`config.mk`:
```
export PLATFORM = sky130hd
export DESIGN_NAME = axis_uart_rx_os
export DESIGN_NICKNAME = d
export VERILOG_FILES = /design/src/rtl/axis_uart_rx_os.sv
export SDC_FILE = /design/constraint.sdc
export NUM_CORES = 1
export LEC_CHECK = 0
export CORE_UTILIZATION = 40
export CTS_BUF_LIST = sky130_fd_sc_hd__clkbuf_8 sky130_fd_sc_hd__clkbuf_16
export DETAILED_ROUTE_END_ITERATION = 10
export SLEW_MARGIN = 20
export SYNTH_ARGS = -nofsm -noshare
export SYNTH_HDL_FRONTEND = slang
export SYNTH_SLANG_ARGS = --single-unit
```
`constraint.sdc`:
```
create_clock -name clk_i -period 3.5 [get_ports clk_i]
set_input_delay 0.7 -clock clk_i [delete_from_list [all_inputs] [get_ports clk_i]]
set_output_delay 0.7 -clock clk_i [all_outputs]
set_load 0.01 [all_outputs]
```
`src/rtl/axis_uart_rx_os.sv`:
```
// Oversampling UART receiver with AXI-Stream output and per-word error flags.
// Majority-voted bit sampling, false-start rejection, single-entry output register.
//
// state      | meaning
// -----------+--------------------------------------------------------------
// ST_IDLE    | line idle, waiting for a falling edge on rx_s
// ST_START   | start bit; a voted 1 is a false start
// ST_DATA    | data bits, LSB first
// ST_PARITY  | parity bit (only when parity is enabled)
// ST_STOP    | one or two stop bits; leaves at mid-point of the last one
// ST_DELIVER | one cycle: hand the word to the output register
module axis_uart_rx_os #(
  parameter int DATA_W     = 8,
  parameter int OVERSAMPLE = 16,
  parameter int DIV_W      = 16
) (
  input  logic              clk_i,
  input  logic              arstn_i,
  input  logic [DIV_W-1:0]  clk_divider_i,
  input  logic [3:0]        data_bits_i,
  input  logic [1:0]        parity_i,
  input  logic              stop_bits_i,
  input  logic              uart_rx_i,
  output logic [DATA_W-1:0] m_axis_tdata,
  output logic              m_axis_tvalid,
  input  logic              m_axis_tready,
  output logic [3:0]        m_axis_tuser,
  output logic              busy_o
);

  localparam int SW = $clog2(OVERSAMPLE);
  localparam logic [SW-1:0] S_V0  = SW'(OVERSAMPLE / 2 - 1);
  localparam logic [SW-1:0] S_V1  = SW'(OVERSAMPLE / 2);
  localparam logic [SW-1:0] S_RES = SW'(OVERSAMPLE / 2 + 1);
  localparam logic [SW-1:0] S_END = SW'(OVERSAMPLE - 1);

  typedef enum logic [2:0] {
    ST_IDLE, ST_START, ST_DATA, ST_PARITY, ST_STOP, ST_DELIVER
  } state_t;

  state_t state_r, state_nx;

  logic              rx_q1, rx_s, rx_d;
  logic [DIV_W-1:0]  div_r, cnt_r;
  logic [3:0]        nbits_r, nbits_in, bit_cnt_r;
  logic              par_en_r, par_odd_r, stop2_r, stop_idx_r;
  logic [SW-1:0]     s_r;
  logic              v0_r, v1_r;
  logic [DATA_W-1:0] data_r;
  logic              pe_r, fe_r, zero_r, ovr_r;
  logic              start_edge, tick, sample_mid, bit_end, vote, par_exp;

  assign start_edge = rx_d & ~rx_s;
  assign tick       = (state_r != ST_IDLE) && (cnt_r == div_r - DIV_W'(1));
  assign sample_mid = tick && (s_r == S_RES);
  assign bit_end    = tick && (s_r == S_END);
  assign vote       = (v0_r & v1_r) | (v0_r & rx_s) | (v1_r & rx_s);
  assign par_exp    = par_odd_r ? ~(^data_r) : ^data_r;
  assign busy_o     = (state_r != ST_IDLE);

  always_comb begin
    nbits_in = data_bits_i;
    if (data_bits_i < 4'd5)
      nbits_in = 4'd5;
    else if (data_bits_i > 4'(DATA_W))
      nbits_in = 4'(DATA_W);
  end

  always_ff @(posedge clk_i or negedge arstn_i) begin
    if (!arstn_i) state_r <= ST_IDLE;
    else          state_r <= state_nx;
  end

  always_comb begin
    state_nx = state_r;
    case (state_r)
      ST_IDLE:    if (start_edge) state_nx = ST_START;
      ST_START: begin
        if (sample_mid && vote) state_nx = ST_IDLE;
        else if (bit_end)       state_nx = ST_DATA;
      end
      ST_DATA:
        if (bit_end && (bit_cnt_r == nbits_r - 4'd1))
          state_nx = par_en_r ? ST_PARITY : ST_STOP;
      ST_PARITY:  if (bit_end) state_nx = ST_STOP;
      // Leave at mid-point of the last stop bit so a following start edge is seen.
      ST_STOP:    if (sample_mid && (!stop2_r || stop_idx_r)) state_nx = ST_DELIVER;
      ST_DELIVER: state_nx = ST_IDLE;
      default:    state_nx = ST_IDLE;
    endcase
  end

  always_ff @(posedge clk_i or negedge arstn_i) begin
    if (!arstn_i) begin
      rx_q1      <= 1'b1;
      rx_s       <= 1'b1;
      rx_d       <= 1'b1;
      div_r      <= DIV_W'(1);
      cnt_r      <= '0;
      nbits_r    <= 4'(DATA_W);
      bit_cnt_r  <= '0;
      par_en_r   <= 1'b0;
      par_odd_r  <= 1'b0;
      stop2_r    <= 1'b0;
      stop_idx_r <= 1'b0;
      s_r        <= '0;
      v0_r       <= 1'b1;
      v1_r       <= 1'b1;
      data_r     <= '0;
      pe_r       <= 1'b0;
      fe_r       <= 1'b0;
      zero_r     <= 1'b0;
    end else begin
      rx_q1 <= uart_rx_i;
      rx_s  <= rx_q1;
      rx_d  <= rx_s;
      if (state_r == ST_IDLE) begin
        cnt_r      <= '0;
        s_r        <= '0;
        bit_cnt_r  <= '0;
        stop_idx_r <= 1'b0;
        if (start_edge) begin
          div_r     <= (clk_divider_i == '0) ? DIV_W'(1) : clk_divider_i;
          nbits_r   <= nbits_in;
          par_en_r  <= (parity_i == 2'd1) || (parity_i == 2'd2);
          par_odd_r <= (parity_i == 2'd1);
          stop2_r   <= stop_bits_i;
          data_r    <= '0;
          pe_r      <= 1'b0;
          fe_r      <= 1'b0;
          zero_r    <= 1'b1;
        end
      end else begin
        cnt_r <= tick ? '0 : cnt_r + DIV_W'(1);
        if (tick) begin
          s_r <= (s_r == S_END) ? '0 : s_r + SW'(1);
          if (s_r == S_V0) v0_r <= rx_s;
          if (s_r == S_V1) v1_r <= rx_s;
        end
        if (sample_mid) begin
          case (state_r)
            ST_DATA: begin
              for (int i = 0; i < DATA_W; i++)
                if (bit_cnt_r == 4'(i)) data_r[i] <= vote;
              if (vote) zero_r <= 1'b0;
            end
            ST_PARITY: begin
              pe_r <= (vote != par_exp);
              if (vote) zero_r <= 1'b0;
            end
            ST_STOP: begin
              if (!vote) fe_r <= 1'b1;
              if (vote && !stop_idx_r) zero_r <= 1'b0;
            end
            default: ;
          endcase
        end
        if (bit_end) begin
          if (state_r == ST_DATA) bit_cnt_r <= bit_cnt_r + 4'd1;
          if (state_r == ST_STOP) stop_idx_r <= 1'b1;
        end
      end
    end
  end

  // A new word can load in the same cycle the held one is accepted.
  always_ff @(posedge clk_i or negedge arstn_i) begin
    if (!arstn_i) begin
      m_axis_tdata  <= '0;
      m_axis_tuser  <= '0;
      m_axis_tvalid <= 1'b0;
      ovr_r         <= 1'b0;
    end else if (state_r == ST_DELIVER) begin
      if (m_axis_tvalid && !m_axis_tready) begin
        ovr_r <= 1'b1;
      end else begin
        m_axis_tdata  <= data_r;
        m_axis_tuser  <= {ovr_r, zero_r, fe_r, pe_r};
        m_axis_tvalid <= 1'b1;
        ovr_r         <= 1'b0;
      end
    end else if (m_axis_tvalid && m_axis_tready) begin
      m_axis_tvalid <= 1'b0;
    end
  end

endmodule

```
==> results of run 1 <==
==> routing by layer <==
| layer | share of wire | global-route usage | up-vias |
|---|---|---|---|
| met1 | 0.49 | 0.269 | 1695 |
| met4 | 0.018 | 0.0743 | 0 |
| li1 | - | - | 1706 |
| met3 | 0.048 | 0.0239 | 11 |
| met2 | 0.45 | 0.268 | 99 |
| met5 | 0 | 0 | - |
==> per-stage QoR <==
step / power (µW) / setup WS, ns / cells / util / cell area (µm²)
after floorplan: 2220 / 0.760 / 451 / - / 4550
after global placement: 2530 / 0.474 / 617 / 0.462 / 5070
after detailed placement: 2560 / 0.395 / 617 / 0.462 / 5070
after CTS: 3680 / 0.366 / 633 / 0.494 / 5430
after global routing: 3890 / 0.116 / 633 / 0.495 / 5430
final: 3670 / 0.361 / 633 / 0.495 / 5430
==> layout by cell type (no fill, tap or decap), types with 16 or more instances in the layout <==
cell             instances
nand3_1                 20
nor2_1                  37
xnor2_1                 29
inv_1                   20
nand2_1                 28
nor3_1                  16
a21oi_1                 21
xor2_1                  16
clkdlybuf4s50_1         39
mux2_2                  33
dfrtp_1                 74
==> kinds of logic after synthesis <==
| family | synth area share |
|---|---|
| fa+ha+maj | 0.0325 |
| flops | 0.447 |
| simple gates | 0.186 |
| mux | 0.0861 |
| buf+inv | 0.0336 |
| xor+xnor | 0.0866 |
| compound gates | 0.128 |
==> power by group <==
part | total (µW) | internal, µW | switching, µW
logic | 1150 | 534 | 611
registers | 1420 | 1140 | 272
clock network | 1110 | 719 | 389
total | 3670 | 2400 | 1270
==> worst max-delay path: cells and delay by family (launching register included) <==
family	cells	cell delay, ns
fa+ha+maj	1	0.31
flops	1	0.57
mux	1	0.36
compound gates	1	0.17
buf+inv	1	0.07
simple gates	5	1.61
==> final timing paths <==
kind                                        to  cells after the start  slack [ns]
setup reg to reg              v0_r$_DFFE_PN1P_                      9        0.36
hold reg to reg                 rx_s$_DFF_PN1_                      0        0.36
hold / removal              cnt_r[9]$_DFF_PN0_                      1        0.36
setup / recovery              v0_r$_DFFE_PN1P_                      9        0.36
max in group asynchronous  cnt_r[14]$_DFF_PN0_                      1        2.58
min in group clk_i              rx_s$_DFF_PN1_                      0        0.36
==> layout make-up <==
cell class,instances,share of cell area
multi-input cells,332,0.435
flip-flops and latches,81,0.375
repair buffers,44,0.0795
clock buffers,10,0.0440
well taps,140,0.0322
clock inverters,6,0.0212
inverters,20,0.0138
==> state kept, by name, summed over array words and instances (netlist names), 3 cells and up <==
register	flops
cnt_r	16
div_r	16
data_r	8
m_axis_tdata	8
bit_cnt_r	4
m_axis_tuser	4
nbits_r	4
s_r	4
state_r	3
==> impl_metrics.toml, run 1 <==
[finish]
syn_to_final_growth_pct = 19.4
multi_input_area_mm2 = 0.00236
fillers = 1025
antenna_cells = 0
nNetsFinal = 526
regArea_mm2 = 0.00204
drive_gt1_frac = 0.164

[grt]
grt_overflow = 0
grt_pass1_wl_um = 16700
grt_max_degree = 82
grt_pass1_vias = 3288
antenna_found_initial = 0
track_usage = 0.182

[logic_synthesis]
netlist.area_leader.share = 0.407
synth_top_cell_by_area = "dfrtp_1"
netlist-cell-type-count = 59
synth_area_leaders = "dfrtp_1 41%, mux2_2 8.2%, xnor2_1 5.6%"
syn-instance-count = 451
syn_area_mm2 = 0.00455
ys_ff_latch = 81
netlist_top_cells_count = "74 x dfrtp_1, 37 x nor2_1, 33 x mux2_2"
synthArstFlopShare = 1.00
ys_seq_area_frac = 0.447
synth_edf_count = 0
synthFlopType = "dfrtp_1"
synth_warnings = 0
synth.net_count = 489
syn-mean-instance-area_um2 = 10.1
yosysMostFrequentCell = "dfrtp_1"

[sta]
hold_viol = 0
rsz0062_at_grt = "false"
relSlewSlack = 0.501
maxSlewViolCount = 0
fin_crit_ns = 3.14
finalSetupViolCount = 0
worst_pin_slew_ns = 0.748
fmax_mhz = 319
holdWs_ns = 0.356
fin_crit_sh = 0.897
setup_tns_ns = 0
final.setup_skew_ns = 0.00723

[setup_path]
path_cells = "inv_1 -> ha_1 -> or3_1 -> a31oi_1 -> nand4_1 -> nor3_1 -> nand3_1 -> nor3_1 -> mux2_2"
critPathLaunch = "div_r[0]$_DFFE_PN1P_"
critPathMaxFanout = 9
cp-start-kind = "flop"
critPathArrivalTime_ns = 3.41
critPathKind = "flop to flop"
crit_path_end_kind = "flop"
critPathMostFrequentCell = "nor3_1"
critical-path-max-stage-delay_ns = 0.57
worstPathRequired_ns = 3.77
r2r_start = "div_r[0]$_DFFE_PN1P_"
cp_slowest_cell = "dfstp_2"

[status]
outcome = "completed"

[die]
start_util = 0.414
die-width_um = 109
rows = 38
die-area_mm2 = 0.0118
die_y_um = 109
ios = 41
fp.coreArea_mm2 = 0.0110

[clock_tree]
post-cts-setup-buffer-count = 0
ctsHoldBuffers = 0
clockBufferDepth = 2
clk_pin_slew_ns = 0.06
cts_resized = 0
cts_buffers = 9
clock_latency_ns = 0.34
cts_tree = "yes"
clock_sinks = 81
ctsHtreeMaxLevel = 3
cts_root_buf = "clkbuf_16"

[route]
first_pass_iters = 4
ant_nets = 0
vias = 3511
finalWirelength_um = 9920
routed_via_density = 5.55
drt_iter0_markers = 223
drt-wirelength-per-cell_um = 15.7
drc = 0

[min_path]
hold_path.class = "input port to asynchronous set/reset pin"

[place]
io_buffers = 40
hpwlAfterDp_um = 7110
place.gp.congestion = 0.847

[power_and_ir_drop]
p_leak_uw = 0.00221
power_density_mw_per_mm2 = 675
vdd_drop_max_mv = 0.317

[run]
drv_cap = 0
Power figures use the tool's default switching activity.
==> run 2: changes to the inputs <==
--- a/config.mk
+++ b/config.mk
@@ -7,6 +7,7 @@
 export LEC_CHECK = 0
 export CORE_UTILIZATION = 40
 export CTS_BUF_LIST = sky130_fd_sc_hd__clkbuf_8 sky130_fd_sc_hd__clkbuf_16
+export CTS_CLUSTER_DIAMETER = 150
 export DETAILED_ROUTE_END_ITERATION = 10
 export SLEW_MARGIN = 20
 export SYNTH_ARGS = -nofsm -noshare
==> results of run 2 <==
The final DEF is identical to that of run 1; final timing and power are the same.
